===== src/rtl/shot_clock_ctrl_pkg.sv =====
// Shared scoreboard definitions: shot-clock state encoding, default reload values
// and the scan-rate tick frequency also used by the display scanner.
package shot_clock_ctrl_pkg;

    typedef enum logic [1:0] {
        StIdle    = 2'd0,
        StRun     = 2'd1,
        StPause   = 2'd2,
        StExpired = 2'd3
    } sc_state_e;

    // Scan-rate strobe frequency (ticks per second).
    localparam int unsigned TickRateHz = 1000;

    localparam int unsigned FullSecDefault  = 24;
    localparam int unsigned ShortSecDefault = 14;

    localparam logic [7:0] FullSecBcd  = 8'h24;
    localparam logic [7:0] ShortSecBcd = 8'h14;

    // Two-digit BCD encoding of a value 0..99.
    function automatic logic [7:0] to_bcd2(input int unsigned v);
        logic [3:0] tens;
        logic [3:0] ones;
        tens = 4'((v / 10) % 10);
        ones = 4'(v % 10);
        return {tens, ones};
    endfunction

endpackage


===== src/rtl/shot_clock_ctrl_bcd_down2.sv =====
// Two-digit BCD down-counter with synchronous load; holds at 00.
module bcd_down2 import shot_clock_ctrl_pkg::*; #(
    parameter logic [7:0] RESET_VAL = FullSecBcd
) (
    input  logic       clk,
    input  logic       rst,
    input  logic       load_i,
    input  logic [7:0] load_val_i,
    input  logic       dec_i,
    output logic [3:0] tens_o,
    output logic [3:0] ones_o,
    output logic       zero_o
);

    logic [7:0] val_q, val_d;

    // Digit register with synchronous reset to the reload value.
    always_ff @(posedge clk) begin
        if (rst) begin
            val_q <= RESET_VAL;
        end else begin
            val_q <= val_d;
        end
    end

    // Load has priority; decrement borrows from tens when ones is 0.
    always_comb begin
        val_d = val_q;
        if (load_i) begin
            val_d = load_val_i;
        end else if (dec_i && (val_q != 8'h00)) begin
            if (val_q[3:0] == 4'd0) begin
                val_d = {val_q[7:4] - 4'd1, 4'd9};
            end else begin
                val_d = {val_q[7:4], val_q[3:0] - 4'd1};
            end
        end
    end

    assign tens_o = val_q[7:4];
    assign ones_o = val_q[3:0];
    assign zero_o = (val_q == 8'h00);

endmodule


===== src/rtl/shot_clock_ctrl.sv =====
// Shot-clock sequencer: divides the scan-rate tick into seconds, runs the
// idle/run/pause/expired FSM, drives the BCD countdown and the buzzer enable.
module shot_clock_ctrl import shot_clock_ctrl_pkg::*; #(
    parameter int unsigned TICKS_PER_SEC = TickRateHz,
    parameter int unsigned FULL_SEC      = FullSecDefault,
    parameter int unsigned SHORT_SEC     = ShortSecDefault,
    parameter int unsigned BUZZ_SEC      = 2
) (
    input  logic       clk,
    input  logic       rst,
    input  logic       tick_i,
    input  logic       btn_start_i,
    input  logic       btn_pause_i,
    input  logic       btn_rst24_i,
    input  logic       btn_rst14_i,
    output logic [3:0] sec_tens_o,
    output logic [3:0] sec_ones_o,
    output logic       running_o,
    output logic       expired_o,
    output logic       buzzer_o
);

    localparam int unsigned SubW      = (TICKS_PER_SEC > 1) ? $clog2(TICKS_PER_SEC) : 1;
    localparam int unsigned BuzzTicks = BUZZ_SEC * TICKS_PER_SEC;
    localparam int unsigned BuzzW     = $clog2(BuzzTicks + 1);

    localparam logic [SubW-1:0]  SubLast  = SubW'(TICKS_PER_SEC - 1);
    localparam logic [BuzzW-1:0] BuzzLast = BuzzW'(BuzzTicks - 1);
    localparam logic [7:0]       FullBcd  = to_bcd2(FULL_SEC);
    localparam logic [7:0]       ShortBcd = to_bcd2(SHORT_SEC);

    sc_state_e        state_q, state_d;
    logic [SubW-1:0]  sub_q, sub_d;
    logic [BuzzW-1:0] buzz_cnt_q, buzz_cnt_d;
    logic             buzz_q, buzz_d;

    logic       load;
    logic [7:0] load_val;
    logic       dec;
    logic       val_zero;
    logic [7:0] value;
    logic       rst14_ok;

    assign value    = {sec_tens_o, sec_ones_o};
    // rst14 is a no-op unless the clock is already below the short value.
    assign rst14_ok = btn_rst14_i && (value < ShortBcd);

    bcd_down2 #(
        .RESET_VAL (FullBcd)
    ) u_bcd (
        .clk        (clk),
        .rst        (rst),
        .load_i     (load),
        .load_val_i (load_val),
        .dec_i      (dec),
        .tens_o     (sec_tens_o),
        .ones_o     (sec_ones_o),
        .zero_o     (val_zero)
    );

    // State, sub-second phase and buzzer registers.
    always_ff @(posedge clk) begin
        if (rst) begin
            state_q    <= StIdle;
            sub_q      <= '0;
            buzz_cnt_q <= '0;
            buzz_q     <= 1'b0;
        end else begin
            state_q    <= state_d;
            sub_q      <= sub_d;
            buzz_cnt_q <= buzz_cnt_d;
            buzz_q     <= buzz_d;
        end
    end

    // Next-state: reloads beat pause beat start; any acting button swallows a tick.
    always_comb begin
        state_d    = state_q;
        sub_d      = sub_q;
        buzz_cnt_d = buzz_cnt_q;
        buzz_d     = buzz_q;
        load       = 1'b0;
        load_val   = FullBcd;
        dec        = 1'b0;

        if (btn_rst24_i || rst14_ok) begin
            load     = 1'b1;
            load_val = btn_rst24_i ? FullBcd : ShortBcd;
            sub_d    = '0;
            if (state_q == StExpired) begin
                state_d    = StIdle;
                buzz_d     = 1'b0;
                buzz_cnt_d = '0;
            end
        end else if (btn_pause_i) begin
            if (state_q == StRun) begin
                state_d = StPause;
            end
        end else if (btn_start_i) begin
            if (state_q == StIdle) begin
                state_d = StRun;
                sub_d   = '0;
            end else if (state_q == StPause) begin
                state_d = StRun;
            end
        end else if (tick_i) begin
            unique case (state_q)
                StRun: begin
                    if (sub_q == SubLast) begin
                        sub_d = '0;
                        dec   = !val_zero;
                        if (value == 8'h01) begin
                            state_d    = StExpired;
                            buzz_d     = 1'b1;
                            buzz_cnt_d = '0;
                        end
                    end else begin
                        sub_d = sub_q + SubW'(1);
                    end
                end
                StExpired: begin
                    if (buzz_q) begin
                        buzz_cnt_d = buzz_cnt_q + BuzzW'(1);
                        if (buzz_cnt_q == BuzzLast) begin
                            buzz_d = 1'b0;
                        end
                    end
                end
                default: ;
            endcase
        end
    end

    assign running_o = (state_q == StRun);
    assign expired_o = (state_q == StExpired);
    assign buzzer_o  = buzz_q;

endmodule


===== config.mk =====
export PLATFORM = sky130hd
export DESIGN_NAME = shot_clock_ctrl
export DESIGN_NICKNAME = d
export VERILOG_FILES = /design/src/rtl/shot_clock_ctrl_pkg.sv /design/src/rtl/shot_clock_ctrl_bcd_down2.sv /design/src/rtl/shot_clock_ctrl.sv
export SDC_FILE = /design/constraint.sdc
export NUM_CORES = 1
export LEC_CHECK = 0
export CORE_MARGIN = 4
export CORE_UTILIZATION = 60
export CTS_BUF_LIST = sky130_fd_sc_hd__clkbuf_4
export DETAILED_ROUTE_END_ITERATION = 8
export PLACE_DENSITY_LB_ADDON = 0.12
export SETUP_SLACK_MARGIN = 0.02
export SLEW_MARGIN = 40
export SYNTH_ARGS = -nofsm -noshare
export SYNTH_HDL_FRONTEND = slang
export SYNTH_SLANG_ARGS = --single-unit

===== constraint.sdc =====
create_clock -name clk -period 4.97 [get_ports clk]
set_input_delay 1.2425 -clock clk [delete_from_list [all_inputs] [get_ports clk]]
set_output_delay 1.2425 -clock clk [all_outputs]
set_load 0.02 [all_outputs]

### Word-level counts from Yosys, hierarchy flattened

Index checks and enable logic that the tools add are counted.
Widths: inputs -> output; s select.

| storage, ports and cells | value |
|---|---|
| word-level logic and storage cells | 98 |
| output and inout bits | 11 |
| register bits after elaboration | 32 |

| operators by class | value |
|---|---|
| muxes and demuxes | 47 |
| reduce and logical (&&, ||, !) cells | 24 |
| bitwise logic cells | 1 |
| add/sub/neg operators | 4 |
| order comparisons | 1 |
| equal/unequal tests | 15 |

Operators with widths:

| kind | count |
|---|---|
| $mux 11 | 8 |
| $mux 10 | 5 |
| $mux 8 | 3 |
| $mux 2 | 11 |
| $pmux 11 s2 | 1 |
| $mux 1 | 16 |
| $reduce_and 7->1 | 2 |
| $mux 6 | 2 |
| $ne 3x1->1 const B | 4 |
| $reduce_bool 2->1 | 6 |
| $reduce_bool 4->1 | 3 |
| $add 11x1->11 const B | 1 |
| $eq 11x11->1 const B | 1 |
| $add 10x1->10 const B | 1 |
| $eq 10x10->1 const B | 1 |
| $eq 8x1->1 const B | 1 |
| $logic_not 8->1 | 1 |
| $lt 8x5->1 const B | 1 |
| $reduce_and 8->1 | 1 |
| $reduce_bool 8->1 | 1 |
| $sub 4x1->4 const B | 2 |
| $ne 2x1->1 const B | 3 |
| $ne 5x1->1 const B | 1 |
| $eq 2x2->1 const B | 2 |
| other kinds (13) | 14 |

### Logic depth before layout (Yosys ltp)

Gate-level depths: netlist of run 1.

| depth | value |
|---|---|
| depth in word-level cells | 11 |
| mapped depth | 7 |

### Hierarchy

Synthesis of run 1 repeated with hierarchy kept, for this count alone.

| unflattened totals | value |
|---|---|
| cell total of the unflattened synthesis | 227 |
| area, all modules | 1871.8 µm² |

Modules (own cells, without submodules):

| module | area each (µm²) | instances | sequential area each (µm²) | cells an instance |
|---|---|---|---|---|
| shot_clock_ctrl | 1352.5 | 1 | 480.5 | 168 |
| bcd_down2 | 519.2 | 1 | 160.2 | 59 |

### Least setup slack after synthesis of run 1

OpenSTA, ideal clock, no wires.

| timing path | value |
|---|---|
| path type | in2reg |
| from | input btn_start_i |
| to | register buzz_cnt_q[2] |
| path buffers | 0 |
| cell stages on the path | 4 |
| arrival | 2.392 ns |
| setup slack | 2.482 ns |
| library setup time | 0.095 ns |
| cells stage by stage | and4bb_2 -> o2111ai_2 -> or4b_2 -> o311ai_1 |

| on the way | value |
|---|---|
| cells in the longest elaborated chain, start to end | 2 |

Ends and longest elaborated chain:

| item | line | RTL |
|---|---|---|
| start: declaration | shot_clock_ctrl.sv:12 | `input logic btn_start_i,` |
| $ne 2x1->1 (no source line) | - |  |
| $reduce_and 8->1 (no source line) | - |  |
| end signal: assignment | shot_clock_ctrl.sv:71 | `buzz_cnt_q <= buzz_cnt_d;` |
| end: declaration | shot_clock_ctrl.sv:34 | `logic [BuzzW-1:0] buzz_cnt_q, buzz_cnt_d;` |

Every way passes these cells.
A chain may end at the register's enable or synchronous reset.

### Final worst setup path of run 1

| timing path | value |
|---|---|
| from | register state_q[0] |
| to | output running_o |

| on the way | value |
|---|---|
| cells in the longest elaborated chain, start to end | 1 |

Ends and longest elaborated chain:

| item | line | RTL |
|---|---|---|
| start: declaration | shot_clock_ctrl.sv:32 | `sc_state_e state_q, state_d;` |
| start signal: assignment | shot_clock_ctrl.sv:64 | `state_q <= StIdle;` |
| start signal: assignment | shot_clock_ctrl.sv:69 | `state_q <= state_d;` |
| $eq 2x1->1 | shot_clock_ctrl.sv:134 | `assign running_o = (state_q == StRun);` |
| end: declaration | shot_clock_ctrl.sv:18 | `output logic running_o,` |

Every way passes these cells.

==> key figures, run 1 <==
Run status
  • Status: completed

Synthesis
  • Area contributors post-synth: dfxtp_1 33%, nor2_1 6.4%, ha_1 5.2%
  • Synth Area per Inst: 8.55 sq um
  • Post-Synthesis Cell Area: 1930 sq um
  • EDFF count, synth: 0
  • Top cell type's share of synthesized area: 33.2%
  • Ys flop type: dfxtp_1
  • Synth unique cells: 59
  • Async set-reset flop share out of synthesis: 0%
  • Synth Instances: 226
  • Synth top cells by count: 33 x nor2_1, 32 x dfxtp_1, 17 x nand2_1
  • Most common cell in the netlist: nor2_1
  • Seq/Total Area, Yosys: 33.2%
  • Cell taking the most area after synthesis: dfxtp_1
  • Syn_nets: 241
  • Synth warn: 0
  • Post-synthesis register bit count: 32

Die
  • Total Die Area: 4190 sq um
  • FP Rows: 20
  • I/O pin count: 18
  • Die W: 64.7 microns
  • Core Region: 3080 sq um
  • Initial Utilization: 62.8%
  • Die height: 64.7 microns

Timing
  • Final Hold Fails: 0
  • Relative slew slack: 58.7%
  • Setup Skew: 0.0123 ns
  • Pins Over Slew Limit: 0
  • Period utilization: 58.9%
  • Crit path time final: 2.93 ns
  • Setup violators final: 0
  • FMAX: 0.342 GHz
  • RSZ-0062 raised after global routing: false
  • Setup tns final: 0 ns
  • Slew @ Worst Pin: 0.619 ns

Layout
  • Fill cells: 267
  • Finished Cell Area: 2190 sq um
  • Layout cell share with drive strength beyond 1: 12.1%
  • FF+latch area: 641 sq um
  • Area Overhead vs Synth: 13.3%
  • Area of the multi-input gates: 1250 sq um
  • Layout net count: 262
  • Layout Utilization: 71.1%
  • N_diodes: 0

Place
  • Port-buffer cells: 17
  • Final HPWL DP: 3.07 mm
  • GP Congestion: 0.839
  • Placed inst area: 2140 sq um

Global route
  • Grt ovf: 0
  • Gr usage total: 22.5%
  • First-pass GRT wire length: 7.44 mm
  • Largest net degree at the start of global routing: 25
  • Initial antenna violation count: 0
  • Vias in the first global route: 1,635

Worst hold path
  • Hold WC Path Type: reg -> reg
  • Hold_sp: u_bcd.val_q[1]
  • Hold path depth: 2

Worst setup path
  • CP top delay family: buffers and inverters
  • FF-to-FF Start: u_bcd.val_q[5]
  • Reg2reg path depth: 7
  • Startpoint type of the worst setup path: flop
  • Slowest stage delay, CP: 0.65 ns
  • Critical path launch point: state_q[0]
  • Worst path buffer plus inverter count: 1
  • Levels on crit path: 2
  • CP required: 3.73 ns
  • Worst Path Arrival: 1.68 ns
  • CP Class: reg -> out
  • Worst setup EP type: output pin
  • Crit path max fanout: 7
  • Slowest cell on the critical path: clkdlybuf4s50_1
  • CP Cell Sequence: nor2b_1 -> clkdlybuf4s50_1

Clock network
  • Post-cts sizing count: 0
  • CTS tree: yes
  • CTS Root Cell: clkbuf_4
  • Number of setup buffers added after CTS: 0
  • TritonCTS buffer count: 5
  • Hold_buf cts: 0
  • Worst skew pair latency: 0.33 ns
  • CTS H-tree lvls: 2
  • Clk sinks: 32
  • Clock transition at path regs: 0.09 ns
  • Max clock buf depth: 2

Drt
  • DR pass1 iterations: 4
  • Drt via density: 6.12
  • Routed Antenna Nets: 0
  • Drt initial violations: 103
  • Routed via count: 1,782
  • DRT Wirelength: 4.20 mm
  • WL per Instance: 14.4 microns
  • Drt drc: 0

Power and ir drop
  • Cell Pwr Density: 195 nW/um^2
  • Worst IR Drop VDD: 0.000228 V
  • P_leak: 0.748 nW
  • Total Power: 0.427 mW

Job
  • Max cap viols: 0
==> state kept, by name, indices dropped and copies added (netlist names) <==
| register | count |
|---|---|
| buzzer_o | 1 |
| buzz_cnt_q | 11 |
| u_bcd.val_q | 8 |
| state_q | 2 |
| sub_q | 10 |
==> per-stage QoR <==
step                      worst slack [ns]  instances  hold slack, ns
after floorplan                       2.48        226           0.462
after global placement                1.80        284           0.474
after detailed placement              1.75        284           0.484
after CTS                             2.03        291           0.497
after global routing                  1.92        291           0.521
final                                 2.04        291           0.495
==> placed cells by master, fill, tap and decap left out, types with 3 or more instances in the layout <==
master,count
nor3b_1,3
a31oi_1,4
and3_1,5
a21oi_1,9
o21ai_0,5
nand4_1,8
nor3_1,4
xnor2_1,3
nand2b_1,3
dfxtp_1,32
xor2_1,6
inv_1,8
and4_2,3
clkdlybuf4s50_1,16
mux2i_1,5
nand3_1,6
nor2_1,33
a211oi_1,4
ha_1,8
nand3b_1,3
nand2_1,17
clkbuf_4,6
nor2b_1,4
==> where the power goes <==
part	switching [mW]	internal (mW)
combinational	0.0158	0.0103
clock	0.0856	0.0575
sequential	0.00107	0.257
total	0.102	0.325
==> kinds of logic after synthesis <==
| logic type | share of synthesized area (%) |
|---|---|
| XOR/XNOR | 4.08 |
| AND/OR/NAND/NOR | 35.6 |
| adder cells (fa/ha/maj) | 5.18 |
| AO/OA/AOI/OAI | 17.2 |
| buffers and inverters | 2.20 |
| multiplexers | 2.59 |
| flip-flops | 33.2 |
==> cell type report <==
| class | count | area share (%) |
|---|---|---|
| clock buffer | 6 | 2.06 |
| clock inverter | 1 | 0.229 |
| inverter | 8 | 1.37 |
| multi-input combinational | 183 | 57.0 |
| sequential | 32 | 29.3 |
| tap | 44 | 2.51 |
| timing repair buffer | 17 | 7.54 |
==> per-layer routing <==
layer	global-route usage [%]	up-vias	wire, microns
met1	30.1	850	2060
met2	35.2	41	1870
met4	7.65	0	74
met3	5.37	7	197
met5	0	-	0
li1	-	884	-
==> worst reg2reg max path, stage by stage (launching register included) <==
cell,delay [ns]
dfxtp_1,0.38
inv_1,0.12
ha_1,0.14
nor3b_1,0.43
and3_1,0.28
nand4_1,0.20
nand2_2,0.27
mux2i_1,0.19
==> path summary, 6_finish.rpt <==
path                    endpoint  slack, ns
setup / recovery       running_o       2.04
setup reg to reg   buzz_cnt_q[1]       2.88
hold reg to reg   u_bcd.val_q[1]       0.49
hold / removal    u_bcd.val_q[1]       0.49
No activity file was read; power rests on OpenSTA's default activity.
==> inputs of run 2 (changes only) <==
--- a/config.mk
+++ b/config.mk
@@ -6,7 +6,7 @@
 export NUM_CORES = 1
 export LEC_CHECK = 0
 export CORE_MARGIN = 4
-export CORE_UTILIZATION = 60
+export CORE_UTILIZATION = 53
 export CTS_BUF_LIST = sky130_fd_sc_hd__clkbuf_4
 export DETAILED_ROUTE_END_ITERATION = 8
 export PLACE_DENSITY_LB_ADDON = 0.12
==> constraint.sdc (replaced) <==
create_clock -name clk -period 2.66 [get_ports clk]
set_input_delay 0.665 -clock clk [delete_from_list [all_inputs] [get_ports clk]]
set_output_delay 0.665 -clock clk [all_outputs]
set_load 0.02 [all_outputs]
==> run 2 against run 1 <==
Compared with the run above: clock power grew to 2.6 times the previous value; critical path depth unchanged; via count fell by 2.0%; sequential share of layout area shrank 1.0 points; highest routed layer unchanged; cell area rose by 3.5%.
==> key figures, run 2 (same netlist as run 1, synthesis figures left out) <==
Timing
  • FMAX: 0.424 GHz
  • Setup tns final: 0 ns (unchanged)
  • Period utilization: 88.7%
  • Relative slew slack: 58.1% (-0.51 points)
  • PnR worst setup slack: 0.301 ns (-1.74 ns)
  • Setup Skew: 0.0119 ns (-0.000398 ns)
  • Slew @ Worst Pin: 0.626 ns (+0.00763 ns)
  • Pins Over Slew Limit: 0 (unchanged)
  • Setup violators final: 0 (unchanged)
  • WHS: 0.505 ns (+0.0106 ns)
  • RSZ-0062 raised after global routing: false
  • Crit path time final: 2.36 ns
  • Final Hold Fails: 0 (unchanged)

Worst setup path
  • CP Class: reg -> out
  • Worst setup EP type: output pin
  • Crit path max fanout: 7 (unchanged)
  • FF-to-FF Start: u_bcd.val_q[5]
  • Reg2reg path depth: 7 (unchanged)
  • Critical path launch point: state_q[0]
  • Worst reg2reg endpoint: buzz_cnt_q[1]
  • Worst setup path end: running_o
  • CP required: 2.00 ns (-1.73 ns)
  • Startpoint type of the worst setup path: flop
  • Worst Path Arrival: 1.69 ns (about the same)
  • R2R Setup Slk: 0.54 ns (-2.34 ns)

Global route
  • First-pass GRT wire length: 7.42 mm (-0.19%)
  • Largest net degree at the start of global routing: 19 (-24%)
  • Vias in the first global route: 1,630 (-0.31%)
  • Initial antenna violation count: 0 (unchanged)
  • Grt ovf: 0 (unchanged)
  • Gr usage total: 21.1% (-1.4 points)

Layout
  • N_diodes: 0 (unchanged)
  • Area of the multi-input gates: 1250 sq um (unchanged)
  • Top Registers: buzz_cnt_q (11), sub_q (10), u_bcd.val_q (8)
  • Post-Layout Cell Count: 300 (+3.1%)
  • Layout cell share with drive strength beyond 1: 13.4% (+1.2 points)
  • Number of flip-flops in the largest register: 11 (unchanged)
  • Most frequent cells in the layout: 33 x nor2_1, 32 x dfxtp_1, 17 x nand2_1, 17 x clkdlybuf4s50_1, 9 x a21oi_1
  • Layout net count: 268 (+2.3%)
  • Area Overhead vs Synth: 17.4%
  • Fill cells: 302 (+13%)
  • Reg with most FFs: buzz_cnt_q
  • FF+latch area: 641 sq um (unchanged)
  • Commonest non-fill, non-tap cell in the layout: nor2_1

Clock network
  • CTS tree: yes
  • Post-cts sizing count: 0 (unchanged)
  • Hold_buf cts: 0 (unchanged)
  • Max clock buf depth: 2 (unchanged)
  • TritonCTS buffer count: 5 (unchanged)
  • Number of setup buffers added after CTS: 0 (unchanged)
  • Clk sinks: 32 (unchanged)
  • CTS Root Cell: clkbuf_4
  • CTS H-tree lvls: 2 (unchanged)
  • Worst skew pair latency: 0.34 ns (about the same)
  • Clock transition at path regs: 0.10 ns (about the same)

Die
  • Core Region: 3420 sq um (+11%)
  • Initial Utilization: 56.6% (-6.2 points)
  • Die W: 68.4 microns (+5.6%)
  • Die height: 68.4 microns (+5.6%)
  • Total Die Area: 4680 sq um (+12%)
  • I/O pin count: 18 (unchanged)
  • FP Rows: 21 (+5.0%)

Power and ir drop
  • Worst IR Drop VDD: 0.000325 V (+42%)
  • Cell Pwr Density: 402 nW/um^2 (+110%)
  • P_leak: 0.786 nW (+5.0%)
  • Total Power: 0.911 mW (+110%)

Run status
  • Status: completed

Place
  • Pre-CTS setup slack: 0.141 ns (-1.61 ns)
  • GP Congestion: 0.817 (-2.6%)
  • Cell count after placement: 292 (+2.8%)
  • Port-buffer cells: 17 (unchanged)
  • Final HPWL DP: 3.15 mm (+2.6%)

Job
  • Max cap viols: 0 (unchanged)

Drt
  • WL per Instance: 14.4 microns (-0.30%)
  • Routed Antenna Nets: 0 (unchanged)
  • DR pass1 iterations: 4 (unchanged)
  • Routed via count: 1,747 (-2.0%)
  • Drt via density: 5.82 (-4.9%)
  • Drt drc: 0 (unchanged)
  • DRT Wirelength: 4.32 mm (+2.8%)
  • Drt initial violations: 102 (-0.97%)

Worst hold path
  • Hold WC Path Type: reg -> reg
-- run 2: worst max-delay path, stage by stage, from the launching register on --
cell,delay [ns]
dfxtp_1,0.45
nor2b_1,0.27
clkdlybuf4s50_1,0.65
-- run 2: metrics by stage --
stage / cell area (sq um) / util [%]
finish: 2270 / 66.4
global route: 2270 / 66.4
CTS: 2270 / 66.4
detailed placement: 2190 / 64.2
global placement: 2190 / 64.2
floorplan: 1930 / -
-- run 2: cell type report --
type,instances,share of cell area (%)
Clock buffer,5,1.66
Clock inverter,3,1.66
Inverter,8,1.32
Tap cell,46,2.54
Sequential cell,32,28.3
Timing Repair Buffer,23,9.49
Multi-Input combinational cell,183,55.1
-- run 2: layer usage --
layer  routed length [microns]  global-route usage [%]  share of wire (%)  vias to the layer above
met1                      2180                    28.8                 50                      804
met3                       192                    3.94                4.4                        2
met4                        23                    7.44               0.53                        0
li1                          -                       -                  -                      902
met5                         0                       0                  0                        -
met2                      1920                    32.9                 45                       39
-- run 2: report_power, final --
part	internal [mW]	switching, mW
logic	0.0227	0.0311
registers	0.480	0.00219
clock network	0.192	0.182
-- run 2: worst min-delay path by stage --
| stage | startpoint | endpoint | slack, ns | cells after the start |
|---|---|---|---|---|
| 3_3_place_gp | buzz_cnt_q[1] | buzz_cnt_q[1] | 0.48 | 2 |
| 5_1_grt | buzz_cnt_q[1] | buzz_cnt_q[1] | 0.52 | 2 |
| 2_1_floorplan | buzz_cnt_q[1] | buzz_cnt_q[1] | 0.46 | 2 |
| 6_report | u_bcd.val_q[1] | u_bcd.val_q[1] | 0.51 | 2 |
| 3_5_place_dp | buzz_cnt_q[1] | buzz_cnt_q[1] | 0.49 | 2 |
| 4_1_cts | buzz_cnt_q[1] | buzz_cnt_q[1] | 0.50 | 2 |
